==> config.mk <==
export PLATFORM = sky130hd
export DESIGN_NAME = audio_tone_gen
export DESIGN_NICKNAME = d
export VERILOG_FILES = /design/src/rtl/audio_tone_gen_pkg.sv /design/src/rtl/audio_tone_gen_pwm.sv /design/src/rtl/audio_tone_gen.sv
export SDC_FILE = /design/constraint.sdc
export NUM_CORES = 1
export LEC_CHECK = 0
export CAP_MARGIN = 20
export CORE_UTILIZATION = 55
export CTS_CLUSTER_SIZE = 16
export DETAILED_ROUTE_END_ITERATION = 8
export PLACE_DENSITY_LB_ADDON = 0.3
export SETUP_SLACK_MARGIN = 0.05
export SYNTH_ARGS = -nofsm -noshare
export SYNTH_HDL_FRONTEND = slang
export SYNTH_HIERARCHICAL = 1
export SYNTH_SLANG_ARGS = --single-unit
==> constraint.sdc <==
create_clock -name clk -period 7 [get_ports clk]
set_input_delay 1.05 -clock clk [delete_from_list [all_inputs] [get_ports clk]]
set_output_delay 1.05 -clock clk [all_outputs]
set_load 0.01 [all_outputs]
==> src/rtl/audio_tone_gen_pkg.sv <==
`default_nettype none
// ============================================================================
//  Module      : audio_tone_gen_pkg
//  Description : Shared types and constants for the square-wave tone
//                generator: FSM states, PWM period and the note table.
//  Revision    : 1.0 - initial release
// ============================================================================
package audio_tone_gen_pkg;

    typedef enum logic [1:0] {
        ST_IDLE    = 2'd0,
        ST_PLAY    = 2'd1,
        ST_RELEASE = 2'd2
    } state_t;

    localparam int  PWM_PERIOD = 31;
    localparam real BASE_HZ    = 261.63;

    // 2^(k/12) for the 15 semitones starting at the base note.
    function automatic real semitone_ratio(input int k);
        case (k)
            0:       return 1.0;
            1:       return 1.0594630944;
            2:       return 1.1224620483;
            3:       return 1.1892071150;
            4:       return 1.2599210499;
            5:       return 1.3348398542;
            6:       return 1.4142135624;
            7:       return 1.4983070769;
            8:       return 1.5874010520;
            9:       return 1.6817928305;
            10:      return 1.7817974363;
            11:      return 1.8877486254;
            12:      return 2.0;
            13:      return 2.1189261887;
            14:      return 2.2449240966;
            default: return 1.0;
        endcase
    endfunction

    // Half-period in clocks for note n (1..15); index 0 is a harmless filler.
    function automatic int half_period(input int clk_hz, input int n);
        real h;
        int  r;
        if (n < 1 || n > 15) return 1;
        h = $itor(clk_hz) / (2.0 * BASE_HZ * semitone_ratio(n - 1));
        r = $rtoi(h + 0.5);
        return (r < 1) ? 1 : r;
    endfunction

endpackage
`default_nettype wire

==> src/rtl/audio_tone_gen_pwm.sv <==
`default_nettype none
// ============================================================================
//  Module      : audio_pwm
//  Description : Free-running 0..30 PWM counter and registered comparator
//                that gates the tone phase with the current volume.
//  Revision    : 1.0 - initial release
// ============================================================================
module audio_pwm
    import audio_tone_gen_pkg::*;
(
    input  logic       clk,
    input  logic       reset,
    input  logic       active,
    input  logic       phase,
    input  logic [4:0] level,
    output logic       pwm_out
);

    logic [4:0] pwm_cnt;

    // Counter never stops so the duty pattern is independent of note starts.
    always_ff @(posedge clk or negedge reset) begin
        if (!reset) begin
            pwm_cnt <= 5'd0;
            pwm_out <= 1'b0;
        end else begin
            if (pwm_cnt == 5'(PWM_PERIOD - 1)) pwm_cnt <= 5'd0;
            else                               pwm_cnt <= pwm_cnt + 5'd1;
            pwm_out <= active & phase & (pwm_cnt < level);
        end
    end

endmodule
`default_nettype wire

==> src/rtl/audio_tone_gen.sv <==
`default_nettype none
// ============================================================================
//  Module      : audio_tone_gen
//  Description : Square-wave tone generator with volume-controlled PWM and
//                linear release decay. Driven directly by the processor
//                audio port; pwm_out feeds the board audio pin.
//  Revision    : 1.0 - initial release
// ============================================================================
module audio_tone_gen
    import audio_tone_gen_pkg::*;
#(
    parameter int CLK_HZ    = 25000000,
    parameter int DECAY_DIV = 65536
) (
    input  logic       clk,
    input  logic       reset,
    input  logic       audioEn,
    input  logic [3:0] audioSel,
    input  logic [4:0] audioVol,
    output logic       pwm_out,
    output logic       busy,
    output logic [4:0] cur_vol
);

    // Note 1 has the longest half-period, so it sizes the tone counter.
    localparam int TONE_W  = $clog2(half_period(CLK_HZ, 1) + 1);
    localparam int DECAY_W = (DECAY_DIV > 1) ? $clog2(DECAY_DIV) : 1;
    localparam logic [DECAY_W-1:0] DECAY_LAST = DECAY_W'(DECAY_DIV - 1);

    logic [TONE_W-1:0] half_m1 [16];

    for (genvar g = 0; g < 16; g++) begin : g_half_tbl
        localparam int H = half_period(CLK_HZ, g);
        assign half_m1[g] = TONE_W'(H - 1);
    end

    state_t             state,     state_nxt;
    logic [3:0]         note,      note_nxt;
    logic [4:0]         vol_nxt;
    logic               phase,     phase_nxt;
    logic [TONE_W-1:0]  tone_cnt,  tone_nxt;
    logic [DECAY_W-1:0] decay_cnt, decay_nxt;
    logic               start, do_load, do_idle, do_tone;

    assign start = audioEn && (audioSel != 4'd0);
    assign busy  = (state != ST_IDLE);

    // State and datapath registers; reset abandons any note in progress.
    always_ff @(posedge clk or negedge reset) begin
        if (!reset) begin
            state     <= ST_IDLE;
            note      <= 4'd0;
            cur_vol   <= 5'd0;
            phase     <= 1'b0;
            tone_cnt  <= '0;
            decay_cnt <= '0;
        end else begin
            state     <= state_nxt;
            note      <= note_nxt;
            cur_vol   <= vol_nxt;
            phase     <= phase_nxt;
            tone_cnt  <= tone_nxt;
            decay_cnt <= decay_nxt;
        end
    end

    // Next-state logic: a note (re)start overrides decay, idle clears everything.
    always_comb begin
        state_nxt = state;
        note_nxt  = note;
        vol_nxt   = cur_vol;
        phase_nxt = phase;
        tone_nxt  = tone_cnt;
        decay_nxt = decay_cnt;
        do_load   = 1'b0;
        do_idle   = 1'b0;
        do_tone   = 1'b0;

        case (state)
            ST_IDLE: begin
                if (start) do_load = 1'b1;
                else       do_idle = 1'b1;
            end
            ST_PLAY: begin
                if (!start) begin
                    state_nxt = ST_RELEASE;
                    decay_nxt = '0;
                    do_tone   = 1'b1;
                end else if (audioSel != note) begin
                    do_load = 1'b1;
                end else begin
                    vol_nxt = audioVol;
                    do_tone = 1'b1;
                end
            end
            ST_RELEASE: begin
                if (start) begin
                    do_load = 1'b1;
                end else if (cur_vol == 5'd0) begin
                    do_idle = 1'b1;
                end else if (decay_cnt == DECAY_LAST) begin
                    decay_nxt = '0;
                    vol_nxt   = cur_vol - 5'd1;
                    if (cur_vol == 5'd1) do_idle = 1'b1;
                    else                 do_tone = 1'b1;
                end else begin
                    decay_nxt = decay_cnt + 1'b1;
                    do_tone   = 1'b1;
                end
            end
            default: do_idle = 1'b1;
        endcase

        if (do_tone) begin
            if (tone_cnt == '0) begin
                phase_nxt = ~phase;
                tone_nxt  = half_m1[note];
            end else begin
                tone_nxt  = tone_cnt - 1'b1;
            end
        end

        if (do_load) begin
            state_nxt = ST_PLAY;
            note_nxt  = audioSel;
            vol_nxt   = audioVol;
            phase_nxt = 1'b0;
            tone_nxt  = half_m1[audioSel];
            decay_nxt = '0;
        end

        if (do_idle) begin
            state_nxt = ST_IDLE;
            note_nxt  = 4'd0;
            vol_nxt   = 5'd0;
            phase_nxt = 1'b0;
            tone_nxt  = '0;
            decay_nxt = '0;
        end
    end

    audio_pwm u_pwm (
        .clk     (clk),
        .reset   (reset),
        .active  (busy),
        .phase   (phase),
        .level   (cur_vol),
        .pwm_out (pwm_out)
    );

endmodule
`default_nettype wire
# == After elaboration in Yosys (flattened, before gate mapping) ==
# Memory sizes are Yosys's and may differ from the RTL's.
# Index checks and enable logic that the tools add are counted.
# op_classes
bitwise_logic,5
n_addsub,4
order_cmp,3
div_mod_pow,0
n_mul,0
reduce_logical,16
shift,0
eq_ne,13
n_mux,51
# ops
cell,n
2-to-1 mux 16 bit,14
2-to-1 mux 5 bit,8
case mux 16 bit (2 select lines),1
"inequality test 4 bit, second input constant",6
2-to-1 mux 1 bit,18
"adder 16 x 1 -> 16 bit, second input constant",1
"== test 16 bit, second input constant",1
zero test 16 bit,1
"subtractor 16 x 1 -> 16 bit, second input constant",1
"greater-or-equal comparator 5 bit, second input constant",2
NOT 4 -> 5 bit,2
case mux 5 bit (2 select lines),1
nonzero test 3 bit,3
2-to-1 mux 2 bit,4
2-to-1 mux 4 bit,2
nonzero test 4 bit,2
AND reduction 6 bit,1
"adder 5 x 1 -> 5 bit, second input constant",1
"== test 5 x 1 -> 1 bit, second input constant",1
"== test 5 bit, second input constant",1
zero test 5 bit,1
< comparator 5 bit,1
"subtractor 5 x 1 -> 5 bit, second input constant",1
inequality test 4 bit,1
other kinds (13),17
# word_totals
mem_bits_ro,512
in_bits,12
n_memories,2
mem_bits_rw,0
out_inout_bits,7
latchBits,0
wordCells,102
reg_bits,50
# memory_table
memory,depth,width,rd,rd_ports_with_merged_regs,write_ports,line_no,source
(name not given),16,16,1,0,0,audio_tone_gen.sv:128,tone_nxt = half_m1[audioSel];
(name not given),16,16,1,0,0,audio_tone_gen.sv:117,tone_nxt = half_m1[note];

# == Logic depth before layout (Yosys ltp) ==
# depth
depth_word,9
mapped_depth,11
depth_no_buf,8

# == Hierarchy ==
# Netlist, hierarchy kept.
# modules_own_cells
module,cells_each,n_inst,area_per_inst_um2,seq_area_each_um2
audio_tone_gen,498,1,4085.2,1101.1
audio_pwm,37,1,365.4,150.1

# == Worst setup path after synthesis ==
# No wires, ideal clock.
# synth_path
path_type,input -> register
startpoint,input audioSel[1]
endpoint,register cur_vol[1]
path_buffers,2
path_slack_ns,3.839
t_required_ns,6.875
setup_time_ns,0.125
arrival_time_ns,3.036
path_stages,10
path_cell_list,buf_6 -> inv_1 -> ha_1 -> or3b_4 -> a21boi_2 -> and4_4 -> or2_1 -> buf_2 -> o221a_2 -> mux2_2
# synth_via
elab_chain_cells,6
word_cells_on_any_way,19
classes_between,eq/ne (6); mux (9); reduce/logical (4)
# synth_lines
item,line_no,source
from (decl),audio_tone_gen.sv:18,"input logic [3:0] audioSel,"
inequality test 4 bit or nonzero test 4 bit (tied branches),"audio_tone_gen.sv:89, audio_tone_gen.sv:45",
2-to-1 mux 1 bit or logical AND 1 bit (tied branches),"audio_tone_gen.sv:89, audio_tone_gen.sv:45",
2-to-1 mux 1 bit (on tied branches),"audio_tone_gen.sv:85, audio_tone_gen.sv:81, audio_tone_gen.sv:97",
case mux 1 bit (2 select lines) or case mux 1 bit (3 select lines) (tied branches),audio_tone_gen.sv:79,case (state)
"inequality test 4 bit (no line), or another cell as far along",--,
AND reduction 6 bit (no line) or 2-to-1 mux 5 bit (tied branches),--,
to (signal assigned),audio_tone_gen.sv:60,cur_vol <= vol_nxt;
to (decl),audio_tone_gen.sv:22,output logic [4:0] cur_vol
# Parallel ways exist; a longest one is shown, timed or not.
# A chain may end at the register's enable or synchronous reset.

# == Worst setup path in the final report ==
# layout_path
startpoint,input audioSel[1]
endpoint,register cur_vol[3]
# Same word-level chain as after synthesis.

==> impl_metrics.yaml <==
floorplan:
  rows: 32
  fp.dieH_um: 92.0
  coreArea_um2: 7770
  num_io_pins: 19
  die-area_um2: 8460
  start_util: 0.573
  die_w_um: 92.0
route:
  wl_per_cell_um: 16.9
  routed_wl_um: 10700
  drc: 0
  first_pass_iters: 6
  viasPerCell: 6.36
  ant_nets: 0
  vias: 4022
  drtIter0Drc: 323
synth:
  synth_area_um2: 4450
  synth_edf_count: 0
  yosysSeqAreaShare: 0.281
  synth_top_area_frac: 0.281
  yosys.cell_types.count: 73
  synth-main-ff-cell: "dfrtp_1"
  ys_ff_latch: 50
  syn_avg_cell_area_um2: 8.32
  netlist_top_cells_count: "dfrtp_1, nand2_1, o21ai_0, a21oi_1, nor2_1"
  synth.area.top_cells: "dfrtp_1, ha_1, o21ai_0"
  syn_nets: 579
  syn_inst: 535
  yosysWarningCount: 6
  synthArstFlopShare: 1.00
  synth_top_area_cell: "dfrtp_1"
  yosysMostFrequentCell: "dfrtp_1"
setup_path:
  critPathLaunchType: "input port"
  end_kind: "flip-flop"
  critical_path.cell_chain: "clkdlybuf4s50_1 -> inv_1 -> ha_1 -> nor3b_4 -> nor2_1 -> o21bai_2 -> or2_1 -> o221ai_1 -> a221o_1"
  slowest_stage: "or2_1"
  cpPeakStageDelay_ns: 0.73
  arrival_ns: 4.78
  worstPathMaxFanout: 23
  setup.worst_path.class: "input port to flip-flop"
  critical_path_required_ns: 7.20
  reg2regPathDepth: 6
job:
  drv_cap: 0
clocking:
  postCtsSetupBuffers: 0
  clock_sinks: 50
  ctsResizeCount: 0
  clk_latency_ns: 0.31
  cts_root_buffer: "clkbuf_8"
  cts_tree: "yes"
  cts_max_level: 2
  postCtsHoldBufs: 0
  clkTransAtPathRegs_ns: 0.10
  numCtsBuffers: 5
  cts_buffer_depth: 2
sta:
  finalHoldViolCount: 0
  max_freq_mhz: 218
  worst_slew_pin_slew_ns: 1.03
  slew_headroom: 0.313
  fin_skew_ns: 0.0110
  setup_viol: 0
  period_needed_ns: 4.58
  tns_ns: 0
  rsz0062_at_grt: "no"
  period_share: 0.655
  slew_violations: 0
  hold_ws_ns: 0.521
grt:
  grt_start_max_net_pins: 51
  grt.total_usage: 0.264
  antenna_found_initial: 0
  grt-ovfl-total: 0
  first_global_vias: 3719
  grt_pass1_wl_um: 18100
layout:
  num_antenna_cells: 0
  area_delta_synth_final_pct: 5.65
  drive_gt1_frac: 0.0660
  fillers: 694
  final_nets: 573
placed_design:
  io_buffer_count: 18
  gp_congestion: 0.873
  post-dp-hpwl_um: 7840
hold_path:
  whs_path_depth: 1
  hold_class: "flip-flop to flip-flop"
power:
  p_leak_nw: 1.93
  p_per_area_nw_per_um2: 377
  vdd_ir_drop_max_mv: 0.355
outcome:
  status: "complete, no violations"
worst max-delay path: cells and delay by family:
kind / cells / cell delay, ns
AOI/OAI and AO/OA: 3 / 1.35
and+or+nand+nor: 3 / 1.15
adders and majority gates: 1 / 0.27
buffers and inverters: 2 / 0.94
layout by cell type (no fill, tap or decap), types with 4 or more instances in the layout:
master	count
o31ai_1	5
nand2b_1	11
a21oi_1	37
a31oi_1	10
dfrtp_1	50
o21ai_1	6
nand3_1	16
xor2_1	7
clkdlybuf4s50_1	17
a21o_1	4
nand2_1	49
mux2i_1	14
ha_1	32
o2bb2ai_1	6
o21ai_0	45
clkbuf_8	5
a211oi_1	11
xnor2_1	7
nor2_1	37
mux2_2	7
inv_1	30
or3_1	6
nor4_1	6
o211ai_1	8
nor3_1	20
sequential cells by signal (all words and copies together), names as in the netlist:
signal,cells
state,2
decay_cnt,16
cur_vol,5
u_pwm/pwm_out,1
tone_cnt,16
phase,1
u_pwm/pwm_cnt,5
note,4
stage by stage:
stage / utilization / std cells / area, µm² / worst slack (ns) / power [mW]
floorplan: - / 535 / 4450 / 3.84 / 1.31
global placement: 0.591 / 624 / 4590 / 2.33 / 1.51
detailed placement: 0.591 / 624 / 4590 / 2.15 / 1.55
CTS: 0.605 / 632 / 4700 / 2.47 / 1.76
global route: 0.605 / 632 / 4700 / 2.20 / 1.91
finish: 0.605 / 632 / 4700 / 2.42 / 1.77
area by class of cell:
cell class | count | area, µm² | share of cell area
timing repair buffer | 20 | 190 | 0.0404
sequential | 50 | 1250 | 0.266
clock inverter | 3 | 45.0 | 0.00958
inverter | 30 | 113 | 0.0239
clock buffer | 5 | 68.8 | 0.0146
multi-input combinational | 422 | 2910 | 0.618
tap | 102 | 128 | 0.0271
where the power goes:
part | internal, mW | switching [mW]
Combinational | 0.439 | 0.620
Sequential | 0.356 | 0.146
Clock | 0.106 | 0.103
cells by family after synthesis:
| group | count (synthesis) | share of synthesized area |
|---|---|---|
| XOR/XNOR | 15 | 0.0312 |
| flip-flops | 50 | 0.281 |
| multiplexers | 22 | 0.0543 |
| AO/OA/AOI/OAI | 171 | 0.261 |
| buffers and inverters | 63 | 0.0658 |
| adder cells (fa/ha/maj) | 32 | 0.0900 |
| AND/OR/NAND/NOR | 182 | 0.216 |
final timing paths:
| path | startpoint | endpoint | slack, ns |
|---|---|---|---|
| min reg2reg | decay_cnt[5]$_DFFE_PN0P_ | decay_cnt[5]$_DFFE_PN0P_ | 0.52 |
| min | decay_cnt[5]$_DFFE_PN0P_ | decay_cnt[5]$_DFFE_PN0P_ | 0.52 |
| max in group asynchronous | reset | decay_cnt[8]$_DFFE_PN0P_ | 5.72 |
| max | audioSel[1] | cur_vol[3]$_DFFE_PN0P_ | 2.42 |
| min in group asynchronous | reset | tone_cnt[5]$_DFFE_PN0P_ | 0.83 |
| max reg2reg | note[2]$_DFFE_PN0P_ | tone_cnt[14]$_DFFE_PN0P_ | 3.60 |
per-layer routing:
metal | vias to the layer above | track usage | part of all wire
met3 | 23 | 0.0390 | 0.056
met5 | - | 0 | 0
met1 | 1918 | 0.381 | 0.47
li1 | 1955 | - | -
met2 | 126 | 0.411 | 0.46
met4 | 0 | 0.0742 | 0.019
Power figures use the tool's default switching activity.
